===== config.mk =====
export PLATFORM = sky130hd
export DESIGN_NAME = uart_rx_flat
export DESIGN_NICKNAME = d
export VERILOG_FILES = /design/src/rtl/uart_pkg.sv /design/src/rtl/uart_rx_if.sv /design/src/rtl/uart_rx_sync_2ff.sv /design/src/rtl/uart_rx.sv /design/src/flat_wrapper.sv
export SDC_FILE = /design/constraint.sdc
export NUM_CORES = 1
export LEC_CHECK = 0
export BUFFER_PORTS_ARGS = -buffer_cell sky130_fd_sc_hd__buf_2
export CELL_PAD_IN_SITES_DETAIL_PLACEMENT = 1
export CELL_PAD_IN_SITES_GLOBAL_PLACEMENT = 2
export CORE_ASPECT_RATIO = 1.25
export CORE_MARGIN = 8
export CORE_UTILIZATION = 41
export DETAILED_ROUTE_END_ITERATION = 8
export GPL_ROUTABILITY_DRIVEN = 0
export GPL_TIMING_DRIVEN = 0
export PLACE_DENSITY_LB_ADDON = 0.1
export SLEW_MARGIN = 20
export SYNTH_ARGS = -nofsm -noshare
export SYNTH_HDL_FRONTEND = slang
export SYNTH_SLANG_ARGS = --single-unit

===== constraint.sdc =====
create_clock -name user_clk -period 3.88 [get_ports user_clk]
set_clock_uncertainty 0.2 [all_clocks]
set_input_delay 1.164 -clock user_clk [delete_from_list [all_inputs] [get_ports user_clk]]
set_output_delay 1.164 -clock user_clk [all_outputs]
set_load 0.03 [all_outputs]

===== src/rtl/uart_pkg.sv =====
// Shared UART definitions: FSM state encoding and the baud divider rule,
// so uart_tx and uart_rx always agree on bit timing.
package uart_pkg;

    localparam int DATA_BITS = 8;

    typedef enum logic [1:0] {
        ST_IDLE  = 2'd0,
        ST_START = 2'd1,
        ST_DATA  = 2'd2,
        ST_STOP  = 2'd3
    } uart_state_e;

    // Integer divide: any fractional remainder becomes per-frame drift.
    function automatic int ticks_per_bit(input int clk_hz, input int baud_hz);
        return clk_hz / baud_hz;
    endfunction

    function automatic int half_bit(input int clk_hz, input int baud_hz);
        return ticks_per_bit(clk_hz, baud_hz) >> 1;
    endfunction

endpackage


===== src/rtl/uart_rx_if.sv =====
// Received-byte handoff between uart_rx (master) and its consumer (slave).
// Byte is held until acknowledged; no backpressure reaches the serial line.
interface uart_rx_if;
    import uart_pkg::*;

    logic                 rd_ack;
    logic [DATA_BITS-1:0] data;
    logic                 valid;
    logic                 overrun;
    logic                 frame_err;
    logic                 busy;

    modport master (
        input  rd_ack,
        output data, valid, overrun, frame_err, busy
    );

    modport slave (
        output rd_ack,
        input  data, valid, overrun, frame_err, busy
    );

endinterface


===== src/rtl/uart_rx_sync_2ff.sv =====
// Two-flop synchroniser for asynchronous pins; 2-cycle latency, no handshake.
// Reset value is a parameter so idle-high lines do not fake an edge at reset release.
module sync_2ff #(
    parameter int               WIDTH   = 1,
    parameter logic [WIDTH-1:0] RST_VAL = '1
) (
    input  logic             clk,
    input  logic             rst,
    input  logic [WIDTH-1:0] d,
    output logic [WIDTH-1:0] q
);

    logic [WIDTH-1:0] meta;

    always_ff @(posedge clk or posedge rst) begin
        if (rst) begin
            meta <= RST_VAL;
            q    <= RST_VAL;
        end else begin
            meta <= d;
            q    <= meta;
        end
    end

endmodule


===== src/rtl/uart_rx.sv =====
// 8N1 UART receiver with centre sampling; byte valid one cycle after the stop-bit sample.
// Output register holds until rd_ack; an unacknowledged byte is overwritten and flags overrun.
module uart_rx
    import uart_pkg::*;
#(
    parameter int CLK_FREQUENCY  = 66_000_000,
    parameter int UART_FREQUENCY = 921_600
) (
    input  logic     user_clk,
    input  logic     rst,
    input  logic     rx_bit,
    uart_rx_if.master bus
);

    localparam int TICKS_PER_BIT = ticks_per_bit(CLK_FREQUENCY, UART_FREQUENCY);
    localparam int HALF_BIT      = half_bit(CLK_FREQUENCY, UART_FREQUENCY);
    localparam int CNT_W         = $clog2(TICKS_PER_BIT);

    localparam logic [CNT_W-1:0] BIT_LAST  = CNT_W'(TICKS_PER_BIT - 1);
    localparam logic [CNT_W-1:0] HALF_LAST = CNT_W'(HALF_BIT - 1);
    localparam logic [2:0]       LAST_BIT  = 3'(DATA_BITS - 1);

    localparam logic [1:0] IDLE  = ST_IDLE;
    localparam logic [1:0] START = ST_START;
    localparam logic [1:0] DATA  = ST_DATA;
    localparam logic [1:0] STOP  = ST_STOP;

    logic                 rx_s;
    logic                 rx_q;
    logic [1:0]           state;
    logic [CNT_W-1:0]     clk_count;
    logic [2:0]           bit_count;
    logic [DATA_BITS-1:0] shreg;

    logic [DATA_BITS-1:0] data_q;
    logic                 valid_q;
    logic                 overrun_q;
    logic                 frame_err_q;

    logic sample_stop;
    logic stop_ok;
    logic stop_bad;

    sync_2ff #(
        .WIDTH   (1),
        .RST_VAL (1'b1)
    ) u_sync (
        .clk (user_clk),
        .rst (rst),
        .d   (rx_bit),
        .q   (rx_s)
    );

    assign sample_stop = (state == STOP) && (clk_count == BIT_LAST);
    assign stop_ok     = sample_stop &&  rx_s;
    assign stop_bad    = sample_stop && !rx_s;

    // Start hunting needs a genuine 1->0 edge, so a stuck-low line never retriggers.
    always_ff @(posedge user_clk or posedge rst) begin
        if (rst) begin
            rx_q      <= 1'b1;
            state     <= IDLE;
            clk_count <= '0;
            bit_count <= '0;
            shreg     <= '0;
        end else begin
            rx_q <= rx_s;
            case (state)
                IDLE: begin
                    if (rx_q && !rx_s) begin
                        state     <= START;
                        clk_count <= '0;
                    end
                end
                START: begin
                    if (clk_count == HALF_LAST) begin
                        clk_count <= '0;
                        bit_count <= '0;
                        state     <= rx_s ? IDLE : DATA;
                    end else begin
                        clk_count <= clk_count + 1'b1;
                    end
                end
                DATA: begin
                    if (clk_count == BIT_LAST) begin
                        clk_count        <= '0;
                        shreg[bit_count] <= rx_s;
                        if (bit_count == LAST_BIT) begin
                            bit_count <= '0;
                            state     <= STOP;
                        end else begin
                            bit_count <= bit_count + 1'b1;
                        end
                    end else begin
                        clk_count <= clk_count + 1'b1;
                    end
                end
                STOP: begin
                    if (clk_count == BIT_LAST) begin
                        clk_count <= '0;
                        state     <= IDLE;
                    end else begin
                        clk_count <= clk_count + 1'b1;
                    end
                end
                default: begin
                    state     <= IDLE;
                    clk_count <= '0;
                    bit_count <= '0;
                end
            endcase
        end
    end

    // A completing byte takes priority over rd_ack; an ack in the same cycle only suppresses overrun.
    always_ff @(posedge user_clk or posedge rst) begin
        if (rst) begin
            data_q      <= '0;
            valid_q     <= 1'b0;
            overrun_q   <= 1'b0;
            frame_err_q <= 1'b0;
        end else begin
            frame_err_q <= stop_bad;
            if (stop_ok) begin
                data_q  <= shreg;
                valid_q <= 1'b1;
                if (valid_q) begin
                    overrun_q <= !bus.rd_ack;
                end
            end else if (bus.rd_ack && valid_q) begin
                valid_q   <= 1'b0;
                overrun_q <= 1'b0;
            end
        end
    end

    assign bus.data      = data_q;
    assign bus.valid     = valid_q;
    assign bus.overrun   = overrun_q;
    assign bus.frame_err = frame_err_q;
    assign bus.busy      = (state != IDLE);

endmodule


===== src/flat_wrapper.sv =====
// flat-port wrapper written by rule: the top's interface ports become plain ports
module uart_rx_flat import uart_pkg::*;
#(
    parameter int CLK_FREQUENCY  = 66_000_000,
    parameter int UART_FREQUENCY = 921_600
)
  (user_clk, rst, rx_bit, bus_rd_ack, bus_data, bus_valid, bus_overrun, bus_frame_err, bus_busy);
  uart_rx_if bus_i ();
  input  logic user_clk;
  input  logic rst;
  input  logic rx_bit;
  input wire logic [$bits(bus_i.rd_ack)-1:0] bus_rd_ack;
  output wire logic [$bits(bus_i.data)-1:0] bus_data;
  output wire logic [$bits(bus_i.valid)-1:0] bus_valid;
  output wire logic [$bits(bus_i.overrun)-1:0] bus_overrun;
  output wire logic [$bits(bus_i.frame_err)-1:0] bus_frame_err;
  output wire logic [$bits(bus_i.busy)-1:0] bus_busy;
  assign bus_i.rd_ack = bus_rd_ack;
  assign bus_data = bus_i.data;
  assign bus_valid = bus_i.valid;
  assign bus_overrun = bus_i.overrun;
  assign bus_frame_err = bus_i.frame_err;
  assign bus_busy = bus_i.busy;
  uart_rx #(.CLK_FREQUENCY(CLK_FREQUENCY), .UART_FREQUENCY(UART_FREQUENCY)) u_core (.user_clk(user_clk), .rst(rst), .rx_bit(rx_bit), .bus(bus_i));
endmodule

==> reports/metrics.json, run 1 <==
{
  "synth_register_bits": {"value": 34},
  "area.sequential": {"value": 855, "unit": "sq um"},
  "grt_max_degree": {"value": 35},
  "cts_hold_repair.buffers": {"value": 0},
  "multi_input_area": {"value": 681, "unit": "sq um"},
  "crit_path_top_delay_cell": {"value": "dfrtp_1"},
  "async_reset_ff_share": {"value": 100, "unit": "%"},
  "synth_nets": {"value": 149},
  "cts_repair_resize_count": {"value": 0},
  "synth_cells": {"value": 141},
  "power_leakage": {"value": 0.867, "unit": "nW"},
  "synth_cell_type_count": {"value": 36},
  "slew_headroom": {"value": 36.5, "unit": "%"},
  "routedWlPerCell": {"value": 17.2, "unit": "microns"},
  "cts.htree.levels": {"value": 2},
  "clock_tree.buffer_depth": {"value": 2},
  "synth_common_cells": {"value": "31 x dfrtp_1, 11 x mux2_2, 10 x inv_1, 10 x nand2_1, 8 x nor2_1"},
  "ir_drop": {"value": 0.000291, "unit": "V"},
  "status": {"value": "finished clean"},
  "num_antenna_cells": {"value": 0},
  "final_period_minus_worst_setup_slack": {"value": 2.60, "unit": "ns"},
  "cts_made_buffers": {"value": 5},
  "drc": {"value": 0},
  "fillCellCount": {"value": 441},
  "synth.cell_area": {"value": 0.00159, "unit": "sq mm"},
  "cts_sinks": {"value": 34},
  "path_max_fanout": {"value": 8},
  "fin_nets": {"value": 171},
  "grtUsageTotal": {"value": 12.8, "unit": "%"},
  "finalWirelength": {"value": 3510, "unit": "microns"},
  "synthTopCellsByArea": {"value": "dfrtp_1 49%, mux2_2 7.8%, dfstp_2 5.0%"},
  "synth-edff-count": {"value": 0},
  "utilization": {"value": 48.1, "unit": "%"},
  "port-buffer-count": {"value": 15},
  "arrival": {"value": 1.24, "unit": "ns"},
  "globalRoute.totalOverflow": {"value": 0},
  "drt.antenna.violating_nets": {"value": 0},
  "route.detailed.vias_per_inst": {"value": 5.69},
  "synth.yosys.warnings": {"value": 0},
  "fmaxAchievable": {"value": 0.384, "unit": "GHz"},
  "tritoncts": {"value": "built"},
  "areaGrowthSynthToFinish": {"value": 13.5, "unit": "%"},
  "placement_rows": {"value": 25},
  "synth_area_per_cell": {"value": 11.3, "unit": "sq um"},
  "post_cts.repair.setup_buffers": {"value": 0},
  "clockRootBuffer": {"value": "clkbuf_8"},
  "grt_setup_unrepaired": {"value": "false"},
  "via_count": {"value": 1161},
  "post-synth-top-count-cell": {"value": "dfrtp_1"},
  "grt_first_pass_wirelength": {"value": 6070, "unit": "microns"},
  "end_kind": {"value": "output port"},
  "die_outline_area": {"value": 0.00614, "unit": "sq mm"},
  "setup_total_negative_slack": {"value": 0, "unit": "ns"},
  "die_x": {"value": 71.7, "unit": "microns"},
  "power_density": {"value": 526, "unit": "mW/mm^2"},
  "worst_max_slew_pin_slew": {"value": 0.947, "unit": "ns"},
  "start_kind": {"value": "flop"},
  "initial_antenna_violation_count": {"value": 0},
  "drtIter0Drc": {"value": 53},
  "dp_hpwl": {"value": 2610, "unit": "microns"},
  "vias_in_the_first_global_route": {"value": 1248},
  "core": {"value": 0.00375, "unit": "sq mm"},
  "timing_worst_setup_path_type": {"value": "reg2out"},
  "netlist.area_leader.share": {"value": 48.7, "unit": "%"},
  "min_period_over_period": {"value": 67.1, "unit": "%"},
  "io_pins": {"value": 16},
  "rr_startpoint": {"value": "u_core.clk_count[0]"},
  "maxCapViolations": {"value": 0},
  "worst_path_cell_trace": {"value": "or2_2 > buf_2"},
  "ys.flop_type": {"value": "dfrtp_1"},
  "synth.yosys.seq_area_share": {"value": 53.7, "unit": "%"},
  "min-delay-path-class": {"value": "reg2reg"},
  "holdCritStartpoint": {"value": "u_core.u_sync.meta"},
  "hold_viol": {"value": 0},
  "die_height": {"value": 85.7, "unit": "microns"},
  "start_util": {"value": 42.4, "unit": "%"},
  "drive_above_1_share": {"value": 25.6, "unit": "%"},
  "largest_incremental_delay_on_the_critical_path": {"value": 0.46, "unit": "ns"},
  "detail_route.first_pass.iterations": {"value": 4},
  "setup-violations-final": {"value": 0},
  "cp_data_required_time": {"value": 2.52, "unit": "ns"},
  "clock_insertion_delay_worst_skew": {"value": 0.28, "unit": "ns"},
  "final-max-slew-violation-count": {"value": 0},
  "synth_area_leader_cell": {"value": "dfrtp_1"},
  "clkTransAtPathRegs": {"value": 0.07, "unit": "ns"}
}
==> where the power goes <==
| part | switching (mW) | internal, mW | leakage (nW) |
|---|---|---|---|
| clock network | 0.123 | 0.145 | 0.0455 |
| registers | 0.0554 | 0.396 | 0.451 |
| logic | 0.149 | 0.0823 | 0.371 |
==> sequential cells by signal, indices dropped and copies added (netlist names), named ones only <==
register	count
u_core.shreg	8
u_core.u_sync.meta	1
u_core.bus.frame_err	1
u_core.state	1
u_core.bus.data	8
u_core.u_sync.q	1
u_core.clk_count	7
u_core.bus.overrun	1
u_core.bit_count	3
u_core.bus.valid	1
u_core.rx_q	1
==> cell usage in the layout, fill, tap and decap left out, types with 2 or more instances in the layout <==
| cell | n |
|---|---|
| a21oi_1 | 5 |
| buf_2 | 15 |
| clkbuf_1 | 4 |
| clkbuf_8 | 6 |
| dfrtp_1 | 31 |
| dfstp_2 | 3 |
| ha_1 | 4 |
| inv_1 | 9 |
| mux2_1 | 5 |
| mux2_2 | 11 |
| mux2i_1 | 3 |
| nand2_1 | 10 |
| nand3_1 | 3 |
| nand4_1 | 6 |
| nor2_1 | 8 |
| nor2b_1 | 4 |
| nor3_1 | 3 |
| nor4_1 | 2 |
| o21ai_0 | 6 |
| o22ai_1 | 6 |
| xnor2_1 | 2 |
==> worst paths after layout <==
check / end / slack [ns] / cells past startpoint
min in group asynchronous: u_core.bus.data[5] / 0.79 / 2
max in group asynchronous: u_core.bit_count[1] / 2.23 / 2
min: u_core.u_sync.q / 0.16 / 0
max reg2reg: u_core.clk_count[6] / 1.54 / 6
max: bus_busy / 1.28 / 2
min reg2reg: u_core.u_sync.q / 0.16 / 0
==> worst max-delay path, delay by kind of cell, from the launching register on <==
kind                   cells  cell delay (ns)
buffers and inverters      1             0.18
DFF                        1             0.46
and+or+nand+nor            1             0.32
==> stage by stage <==
| step | cell area [sq um] | std cells | hold slack [ns] | total power [mW] | setup WS [ns] |
|---|---|---|---|---|---|
| 6_report | 1810 | 204 | 0.157 | 0.950 | 1.28 |
| 5_1_grt | 1810 | 204 | 0.161 | 1.02 | 1.24 |
| 4_1_cts | 1810 | 204 | 0.159 | 0.970 | 1.26 |
| 3_5_place_dp | 1720 | 196 | 0.149 | 0.695 | 1.49 |
| 3_3_place_gp | 1720 | 196 | 0.146 | 0.682 | 1.30 |
| 2_1_floorplan | 1590 | 141 | 0.145 | 0.618 | 1.73 |
==> routing by layer <==
metal	vias to the layer above	GRT usage, %	routed length, microns	part of all wire [%]
met5	-	0	0	0
met4	0	6.70	75	2.1
li1	546	-	-	-
met2	12	23.3	1970	56
met3	6	3.03	98	2.8
met1	597	13.1	1360	39
==> cells by family (layout without fill, tap and decap cells) <==
logic type                 count (synthesis)  count (layout)  synth area share, %
AOI/OAI and AO/OA                         23              23                 8.81
xor gates and xnor gates                   2               2                 1.10
muxes                                     19              19                 13.2
DFF                                       34              34                 53.7
and+or+nand+nor                           46              46                 16.5
adders and majority gates                  4               4                 3.14
buffers and inverters                     13              36                 3.54
==> final cells by class <==
cell class / instances / area share [%]
flip-flops and latches: 34 / 47.3
multi-input cells: 94 / 37.7
clock buffers: 8 / 4.99
repair buffers: 15 / 4.16
well taps: 40 / 2.77
inverters: 10 / 2.08
plain buffers: 3 / 1.04
Note: power is estimated with default switching activity, not from simulation.
==> inputs of run 2 (changes only) <==
--- a/config.mk
+++ b/config.mk
@@ -5,12 +5,13 @@
 export SDC_FILE = /design/constraint.sdc
 export NUM_CORES = 1
 export LEC_CHECK = 0
+export ABC_AREA = 1
 export BUFFER_PORTS_ARGS = -buffer_cell sky130_fd_sc_hd__buf_2
 export CELL_PAD_IN_SITES_DETAIL_PLACEMENT = 1
 export CELL_PAD_IN_SITES_GLOBAL_PLACEMENT = 2
 export CORE_ASPECT_RATIO = 1.25
 export CORE_MARGIN = 8
-export CORE_UTILIZATION = 41
+export CORE_UTILIZATION = 32
 export DETAILED_ROUTE_END_ITERATION = 8
 export GPL_ROUTABILITY_DRIVEN = 0
 export GPL_TIMING_DRIVEN = 0
==> constraint.sdc (replaced) <==
create_clock -name user_clk -period 2.3 [get_ports user_clk]
set_clock_uncertainty 0.2 [all_clocks]
set_input_delay 0.69 -clock user_clk [delete_from_list [all_inputs] [get_ports user_clk]]
set_output_delay 0.69 -clock user_clk [all_outputs]
set_load 0.03 [all_outputs]
==> run 2 against run 1 <==
- clock power rose by 60%
- cell count rose by 33%
- sequential power rose by 57%
- highest routed layer unchanged
- critical path depth rose by 2
==> reports/metrics.json, run 2 <==
{
  "tritoncts": {"value": "built", "change": "unchanged"},
  "slew_headroom": {"value": 51.4, "unit": "%", "change": "was 36.5%"},
  "start_util": {"value": 32.6, "unit": "%", "change": "was 42.4%"},
  "drive_above_1_share": {"value": 21.4, "unit": "%", "change": "was 25.6%"},
  "grt_first_pass_wirelength": {"value": 6310, "unit": "microns", "change": "was 6070 microns"},
  "cts_made_buffers": {"value": 5, "change": "unchanged"},
  "setup_total_negative_slack": {"value": 0, "unit": "ns", "change": "unchanged"},
  "worstPathBufferInverterCount": {"value": 3, "change": "was 1"},
  "timing_worst_setup_path_type": {"value": "reg2out", "change": "unchanged"},
  "synth_top_family_by_area": {"value": "simple AND/OR/NAND/NOR gates", "change": "unchanged"},
  "grt_max_degree": {"value": 35, "change": "unchanged"},
  "dp_hpwl": {"value": 2740, "unit": "microns", "change": "was 2610 microns"},
  "synth_nets": {"value": 195, "change": "was 149"},
  "fin_nets": {"value": 217, "change": "was 171"},
  "initial_antenna_violation_count": {"value": 0, "change": "unchanged"},
  "areaGrowthSynthToFinish": {"value": 14.4, "unit": "%", "change": "was 13.5%"},
  "ys.flop_type": {"value": "dfrtp_1", "change": "unchanged"},
  "post_synth_xor_area_fraction": {"value": 1.07, "unit": "%", "change": "was 1.10%"},
  "synth-edff-count": {"value": 0, "change": "unchanged"},
  "largest_incremental_delay_on_the_critical_path": {"value": 0.36, "unit": "ns", "change": "was 0.46 ns"},
  "yosys.area_share.simple": {"value": 24.1, "unit": "%", "change": "was 16.5%"},
  "cts_hold_repair.buffers": {"value": 0, "change": "unchanged"},
  "globalRoute.totalOverflow": {"value": 0, "change": "unchanged"},
  "min_period_over_period": {"value": 90.6, "unit": "%"},
  "final_period_minus_worst_setup_slack": {"value": 2.08, "unit": "ns"},
  "post_cts.repair.setup_buffers": {"value": 0, "change": "unchanged"},
  "async_reset_ff_share": {"value": 100, "unit": "%", "change": "unchanged"},
  "synth_register_bits": {"value": 34, "change": "unchanged"},
  "cts_repair_resize_count": {"value": 0, "change": "unchanged"},
  "io_pins": {"value": 16, "change": "unchanged"},
  "grtUsageTotal": {"value": 10.6, "unit": "%", "change": "was 12.8%"},
  "die_x": {"value": 79.9, "unit": "microns", "change": "was 71.7 microns"},
  "hold_viol": {"value": 0, "change": "unchanged"},
  "most_common_cell_after_layout_fill_and_taps_aside": {"value": "nand2_1", "change": "was dfrtp_1"},
  "placement_rows": {"value": 29, "change": "was 25"},
  "synth_cell_type_count": {"value": 24, "change": "was 36"},
  "end_kind": {"value": "output port", "change": "unchanged"},
  "synth_area_per_cell": {"value": 8.72, "unit": "sq um", "change": "was 11.3 sq um"},
  "utilization": {"value": 37.3, "unit": "%", "change": "was 48.1%"},
  "finalPower": {"value": 1.55, "unit": "mW", "change": "was 0.950 mW"},
  "synth_cells": {"value": 187, "change": "was 141"},
  "drt.antenna.violating_nets": {"value": 0, "change": "unchanged"},
  "grt_setup_unrepaired": {"value": "false", "change": "unchanged"},
  "vias_in_the_first_global_route": {"value": 1326, "change": "was 1248"},
  "worst_max_slew_pin_slew": {"value": 0.727, "unit": "ns", "change": "was 0.947 ns"},
  "synth_area_leader_cell": {"value": "dfrtp_1", "change": "unchanged"},
  "arrival": {"value": 1.19, "unit": "ns", "change": "was 1.24 ns"},
  "instances_no_fill": {"value": 272, "change": "was 204"},
  "route.detailed.vias_per_inst": {"value": 4.69, "change": "was 5.69"},
  "final-max-slew-violation-count": {"value": 0, "change": "unchanged"},
  "drc": {"value": 0, "change": "unchanged"},
  "synth_compound_area_share": {"value": 11.0, "unit": "%", "change": "was 8.81%"},
  "cp_data_required_time": {"value": 1.41, "unit": "ns", "change": "was 2.52 ns"},
  "start_kind": {"value": "flop", "change": "unchanged"},
  "synth.yosys.warnings": {"value": 0, "change": "unchanged"},
  "core": {"value": 0.00501, "unit": "sq mm", "change": "was 0.00375 sq mm"},
  "die_outline_area": {"value": 0.00765, "unit": "sq mm", "change": "was 0.00614 sq mm"},
  "clkTransAtPathRegs": {"value": 0.07, "unit": "ns", "change": "about the same"},
  "synth.mux.area_fraction": {"value": 0, "unit": "%", "change": "was 13.2%"},
  "cells_after_dpl": {"value": 264, "change": "was 196"},
  "num_antenna_cells": {"value": 0, "change": "unchanged"},
  "clockRootBuffer": {"value": "clkbuf_8", "change": "unchanged"},
  "fmaxAchievable": {"value": 0.480, "unit": "GHz"},
  "worst_path_cell_trace": {"value": "buf_2 > nor2_1 > inv_1 > buf_2", "change": "was or2_2 > buf_2"},
  "synth.cell_area": {"value": 0.00163, "unit": "sq mm", "change": "was 0.00159 sq mm"},
  "crit_path_top_delay_cell": {"value": "dfrtp_1", "change": "unchanged"},
  "port-buffer-count": {"value": 15, "change": "unchanged"},
  "synth.yosys.seq_area_share": {"value": 52.4, "unit": "%", "change": "was 53.7%"},
  "post-synth-top-count-cell": {"value": "nand2_1", "change": "was dfrtp_1"},
  "detail_route.first_pass.iterations": {"value": 4, "change": "unchanged"},
  "maxCapViolations": {"value": 0, "change": "unchanged"},
  "synth_adder_area_share": {"value": 3.07, "unit": "%", "change": "was 3.14%"},
  "clock_tree.buffer_depth": {"value": 2, "change": "unchanged"},
  "status": {"value": "finished clean", "change": "unchanged"},
  "worst_path_dominant_cell_family": {"value": "buffers and inverters", "change": "was flip-flops"},
  "clock_insertion_delay_worst_skew": {"value": 0.28, "unit": "ns", "change": "about the same"},
  "path_max_fanout": {"value": 8, "change": "unchanged"},
  "ir_drop": {"value": 0.000458, "unit": "V", "change": "was 0.000291 V"},
  "netlist.area_leader.share": {"value": 47.5, "unit": "%", "change": "was 48.7%"},
  "synth_common_cells": {"value": "43 x nand2_1, 31 x dfrtp_1, 28 x inv_1", "change": "was 31 x dfrtp_1, 11 x mux2_2, 10 x inv_1, 10 x nand2_1, 8 x nor2_1"},
  "min-delay-path-class": {"value": "reg2reg", "change": "unchanged"},
  "routedWlPerCell": {"value": 13.1, "unit": "microns", "change": "was 17.2 microns"},
  "path_common_cell": {"value": "buf_2"},
  "finalWirelength": {"value": 3560, "unit": "microns", "change": "was 3510 microns"},
  "via_count": {"value": 1275, "change": "was 1161"},
  "drtIter0Drc": {"value": 47, "change": "was 53"},
  "power_leakage": {"value": 0.897, "unit": "nW", "change": "was 0.867 nW"},
  "cts_sinks": {"value": 34, "change": "unchanged"},
  "setup-violations-final": {"value": 0, "change": "unchanged"},
  "die_height": {"value": 95.8, "unit": "microns", "change": "was 85.7 microns"},
  "final_cell_mix": {"value": "43 x nand2_1, 31 x dfrtp_1, 27 x inv_1, 17 x nand3_1, 16 x buf_2", "change": "was 31 x dfrtp_1, 15 x buf_2, 11 x mux2_2, 10 x nand2_1, 9 x inv_1"},
  "synthTopCellsByArea": {"value": "dfrtp_1 48%, nand2_1 9.9%, inv_1 6.4%", "change": "was dfrtp_1 49%, mux2_2 7.8%, dfstp_2 5.0%"},
  "power_density": {"value": 831, "unit": "mW/mm^2", "change": "was 526 mW/mm^2"},
  "cts.htree.levels": {"value": 2, "change": "unchanged"}
}
[run 2: through the flow]
| stage | setup WS (ns) | hold WS, ns | instance area (sq um) |
|---|---|---|---|
| floorplan | 0.632 | 0.145 | 1630 |
| global placement | 0.189 | 0.148 | 1780 |
| detailed placement | 0.491 | 0.147 | 1780 |
| CTS | 0.197 | 0.161 | 1870 |
| global route | 0.140 | 0.166 | 1870 |
| finish | 0.217 | 0.161 | 1870 |
[run 2: metal layers]
metal  share of wire, %  up-vias  track usage [%]
met2                 53       15             19.0
met4                1.5        0             4.10
met3                3.7        7             3.08
met5                  0        -                0
li1                   -      637                -
met1                 42      616             11.6
[run 2: cells by family after synthesis]
logic type,after synthesis
XOR/XNOR,2
buffers and inverters,34
adder cells (fa/ha/maj),4
AND/OR/NAND/NOR,84
AO/OA/AOI/OAI,29
flip-flops,34
[run 2: final timing paths]
kind                                            to                start  depth (start not counted)  slack (ns)
worst max-delay path                      bus_busy                 flop                          4        0.22
worst min-delay path               u_core.u_sync.q   u_core.u_sync.meta                          0        0.16
worst max register to register                flop  u_core.clk_count[0]                         10        0.51
worst min register to register     u_core.u_sync.q   u_core.u_sync.meta                          0        0.16
max in group asynchronous       u_core.bus.data[1]                  rst                          2        1.10
min in group asynchronous       u_core.bus.data[2]                  rst                          2        0.33
[run 2: power breakdown]
| group | leakage, nW | switching (mW) | internal, mW |
|---|---|---|---|
| Sequential | 0.455 | 0.0561 | 0.652 |
| Combinational | 0.397 | 0.288 | 0.127 |
| Clock | 0.0450 | 0.217 | 0.210 |
[run 2: cell type report]
class / instances / area, sq um
inverter: 32 / 120
multi-input combinational: 119 / 641
clock inverter: 2 / 10.0
fill: 629 / 3140
buffer: 2 / 16.3
tap: 62 / 77.6
sequential: 34 / 855
timing repair buffer: 15 / 75.1
clock buffer: 6 / 72.6
==> inputs of run 3 (changes only) <==
--- a/config.mk
+++ b/config.mk
@@ -6,13 +6,13 @@
 export NUM_CORES = 1
 export LEC_CHECK = 0
 export ABC_AREA = 1
-export BUFFER_PORTS_ARGS = -buffer_cell sky130_fd_sc_hd__buf_2
 export CELL_PAD_IN_SITES_DETAIL_PLACEMENT = 1
 export CELL_PAD_IN_SITES_GLOBAL_PLACEMENT = 2
 export CORE_ASPECT_RATIO = 1.25
-export CORE_MARGIN = 8
-export CORE_UTILIZATION = 32
+export CORE_MARGIN = 3
+export CORE_UTILIZATION = 34
 export DETAILED_ROUTE_END_ITERATION = 8
+export DONT_BUFFER_PORTS = 1
 export GPL_ROUTABILITY_DRIVEN = 0
 export GPL_TIMING_DRIVEN = 0
 export PLACE_DENSITY_LB_ADDON = 0.1
==> constraint.sdc (replaced) <==
create_clock -name user_clk -period 1.9 [get_ports user_clk]
set_clock_uncertainty 0.2 [all_clocks]
set_input_delay 0.57 -clock user_clk [delete_from_list [all_inputs] [get_ports user_clk]]
set_output_delay 0.57 -clock user_clk [all_outputs]
set_load 0.03 [all_outputs]
==> run 3 against run 2 <==
- cell area decreased by 1.3%
- via count decreased by 3.1%
- die area decreased by 26%
- register-to-register slack got worse by 0.39 ns
- routed wire length decreased by 3.9%
- clock-buffer cell count decreased by 1
- clock power increased by 54%
- largest power group unchanged
- highest routed layer unchanged
==> reports/metrics.json, run 3 (same netlist as run 2, synthesis figures left out) <==
{
  "power.share.sequential": {"value": 42.1, "unit": "%", "change": "was 45.7%"},
  "hold_viol": {"value": 0, "change": "unchanged"},
  "grt_setup_unrepaired": {"value": "true", "change": "was false"},
  "fillCellCount": {"value": 554, "change": "was 629"},
  "start_util": {"value": 36.0, "unit": "%", "change": "was 32.6%"},
  "drive_above_1_share": {"value": 20.3, "unit": "%", "change": "was 21.4%"},
  "die_x": {"value": 68.0, "unit": "microns", "change": "was 79.9 microns"},
  "cp_data_required_time": {"value": 1.13, "unit": "ns", "change": "was 1.41 ns"},
  "final_period_minus_worst_setup_slack": {"value": 1.83, "unit": "ns"},
  "met2_wire_len": {"value": 1750, "unit": "microns", "change": "was 1890 microns"},
  "internal_cell_power": {"value": 1.34, "unit": "mW", "change": "was 0.989 mW"},
  "timing_worst_setup_path_type": {"value": "reg2out", "change": "unchanged"},
  "clock_insertion_delay_worst_skew": {"value": 0.29, "unit": "ns", "change": "was 0.28 ns"},
  "finalWirelength": {"value": 3420, "unit": "microns", "change": "was 3560 microns"},
  "fmaxAchievable": {"value": 0.548, "unit": "GHz"},
  "clockRootBuffer": {"value": "clkbuf_8", "change": "unchanged"},
  "end_kind": {"value": "output port", "change": "unchanged"},
  "drt.antenna.violating_nets": {"value": 0, "change": "unchanged"},
  "maxCapViolations": {"value": 0, "change": "unchanged"},
  "clkTransAtPathRegs": {"value": 0.08, "unit": "ns", "change": "was 0.07 ns"},
  "dp_hpwl": {"value": 2520, "unit": "microns", "change": "was 2740 microns"},
  "final-max-slew-violation-count": {"value": 0, "change": "unchanged"},
  "route.detailed.vias_per_inst": {"value": 4.85, "change": "was 4.69"},
  "clock_tree.buffer_depth": {"value": 2, "change": "unchanged"},
  "placement_rows": {"value": 27, "change": "was 29"},
  "drtIter0Drc": {"value": 29, "change": "was 47"},
  "fin_nets": {"value": 204, "change": "was 217"},
  "power_leakage": {"value": 0.837, "unit": "nW", "change": "was 0.897 nW"},
  "power_density": {"value": 1110, "unit": "mW/mm^2", "change": "was 831 mW/mm^2"},
  "ir_drop": {"value": 0.000580, "unit": "V", "change": "was 0.000458 V"},
  "tritoncts": {"value": "built", "change": "unchanged"},
  "cts_made_buffers": {"value": 5, "change": "unchanged"},
  "utilization": {"value": 40.7, "unit": "%", "change": "was 37.3%"},
  "via_count": {"value": 1236, "change": "was 1275"},
  "setup-violations-final": {"value": 0, "change": "unchanged"},
  "final_cell_mix": {"value": "42 x nand2_1, 30 x dfrtp_1, 25 x inv_1, 15 x o21ai_1, 15 x nand3_1", "change": "was 43 x nand2_1, 31 x dfrtp_1, 27 x inv_1, 17 x nand3_1, 16 x buf_2"},
  "cts_hold_repair.buffers": {"value": 0, "change": "unchanged"},
  "status": {"value": "finished clean", "change": "unchanged"},
  "arrival": {"value": 1.06, "unit": "ns", "change": "was 1.19 ns"},
  "path_max_fanout": {"value": 8, "change": "unchanged"},
  "num_antenna_cells": {"value": 0, "change": "unchanged"},
  "met3RoutedLength": {"value": 132, "unit": "microns", "change": "unchanged"},
  "most_common_cell_after_layout_fill_and_taps_aside": {"value": "nand2_1", "change": "unchanged"},
  "vias_in_the_first_global_route": {"value": 1254, "change": "was 1326"},
  "switching_share": {"value": 34.6, "unit": "%", "change": "was 36.2%"},
  "cts.htree.levels": {"value": 2, "change": "unchanged"},
  "grt_max_degree": {"value": 35, "change": "unchanged"},
  "grt_first_pass_wirelength": {"value": 5670, "unit": "microns", "change": "was 6310 microns"},
  "start_kind": {"value": "flop", "change": "unchanged"},
  "switchingPower": {"value": 0.707, "unit": "mW", "change": "was 0.561 mW"},
  "met1Wirelength": {"value": 1490, "unit": "microns", "change": "about the same"},
  "combinational_fraction_of_design_power": {"value": 25.8, "unit": "%", "change": "was 26.8%"},
  "min-delay-path-class": {"value": "in2async", "change": "was reg2reg"},
  "io_pins": {"value": 16, "change": "unchanged"},
  "setup_total_negative_slack": {"value": 0, "unit": "ns", "change": "unchanged"},
  "min_period_over_period": {"value": 96.1, "unit": "%"},
  "cts_sinks": {"value": 34, "change": "unchanged"},
  "slew_headroom": {"value": 53.1, "unit": "%", "change": "was 51.4%"},
  "detail_route.first_pass.iterations": {"value": 4, "change": "unchanged"},
  "port-buffer-count": {"value": 0, "change": "was 15"},
  "die_outline_area": {"value": 0.00567, "unit": "sq mm", "change": "was 0.00765 sq mm"},
  "die_height": {"value": 83.5, "unit": "microns", "change": "was 95.8 microns"},
  "clkPwrFrac": {"value": 32.1, "unit": "%", "change": "was 27.5%"},
  "areaGrowthSynthToFinish": {"value": 13.0, "unit": "%", "change": "was 14.4%"},
  "max_used_layer": {"value": "met4", "change": "unchanged"},
  "drc": {"value": 0, "change": "unchanged"},
  "core": {"value": 0.00453, "unit": "sq mm", "change": "was 0.00501 sq mm"},
  "globalRoute.totalOverflow": {"value": 0, "change": "unchanged"},
  "worst_max_slew_pin_slew": {"value": 0.702, "unit": "ns", "change": "was 0.727 ns"},
  "initial_antenna_violation_count": {"value": 0, "change": "unchanged"},
  "grtUsageTotal": {"value": 13.2, "unit": "%", "change": "was 10.6%"},
  "routedWlPerCell": {"value": 13.4, "unit": "microns", "change": "was 13.1 microns"}
}
[run 3: timing repair]
| item | 4_1_cts | 5_1_grt |
|---|---|---|
| pin swaps | 0 | 1 |
| setup endpoints to repair | 1 | 19 |
| hold endpoints to repair | 0 | 0 |
| setup buffers | 0 | 1 |
| cloned | 0 | 1 |
| gates resized for setup | 2 | 5 |
[run 3: per-layer routing]
| metal | up-vias | track usage [%] |
|---|---|---|
| met1 | 596 | 15.4 |
| met2 | 21 | 22.1 |
| met5 | - | 0 |
| li1 | 614 | - |
| met3 | 5 | 4.04 |
| met4 | 0 | 4.88 |
[run 3: cell type report]
type / count / area [sq um] / share of cell area [%]
sequential: 34 / 856 / 46.4
multi-input combinational: 120 / 662 / 35.9
inverter: 32 / 120 / 6.52
tap: 58 / 72.6 / 3.94
clock buffer: 5 / 68.8 / 3.73
clock inverter: 3 / 40.0 / 2.17
buffer: 2 / 16.3 / 0.883
timing repair buffer: 1 / 7.51 / 0.407
[run 3: worst max-delay path, cell delays in order (launching register included)]
cell and delay (ns):
dfrtp_1 0.35, buf_2 0.16, nor2_2 0.15, inv_2 0.11
[run 3: final timing paths]
check / startpoint / end / slack (ns) / cells after the start
max: flop / bus_busy / 0.07 / 3
min: rst / u_core.clk_count[2] / 0.07 / 1
max reg2reg: u_core.clk_count[0] / u_core.bus.data[2] / 0.12 / 10
min reg2reg: u_core.u_sync.meta / u_core.u_sync.q / 0.17 / 0
max in group asynchronous: rst / u_core.bit_count[0] / 0.93 / 1
min in group user_clk: rx_bit / u_core.u_sync.meta / 0.07 / 0
[run 3: power groups by stage]
| stage | clock (mW) | sequential [mW] | combinational, mW |
|---|---|---|---|
| after floorplan | 0 | 0.854 | 0.386 |
| after global placement | 0 | 0.866 | 0.472 |
| after detailed placement | 0 | 0.872 | 0.495 |
| after CTS | 0.677 | 0.859 | 0.506 |
| after global routing | 0.708 | 0.869 | 0.605 |
| final | 0.657 | 0.860 | 0.527 |
[run 3: metrics by stage]
| step | total power [mW] | cell area, sq um | instances | setup slack, ns | hold slack [ns] |
|---|---|---|---|---|---|
| 2_1_floorplan | 1.24 | 1630 | 187 | 0.290 | 0.145 |
| 3_3_place_gp | 1.34 | 1700 | 245 | 0.0125 | 0.147 |
| 3_5_place_dp | 1.37 | 1700 | 245 | 0.0850 | 0.152 |
| 4_1_cts | 2.04 | 1820 | 253 | 0.0609 | 0.0640 |
| 5_1_grt | 2.18 | 1840 | 255 | -0.0293 | 0.0522 |
| 6_report | 2.04 | 1840 | 255 | 0.0739 | 0.0697 |
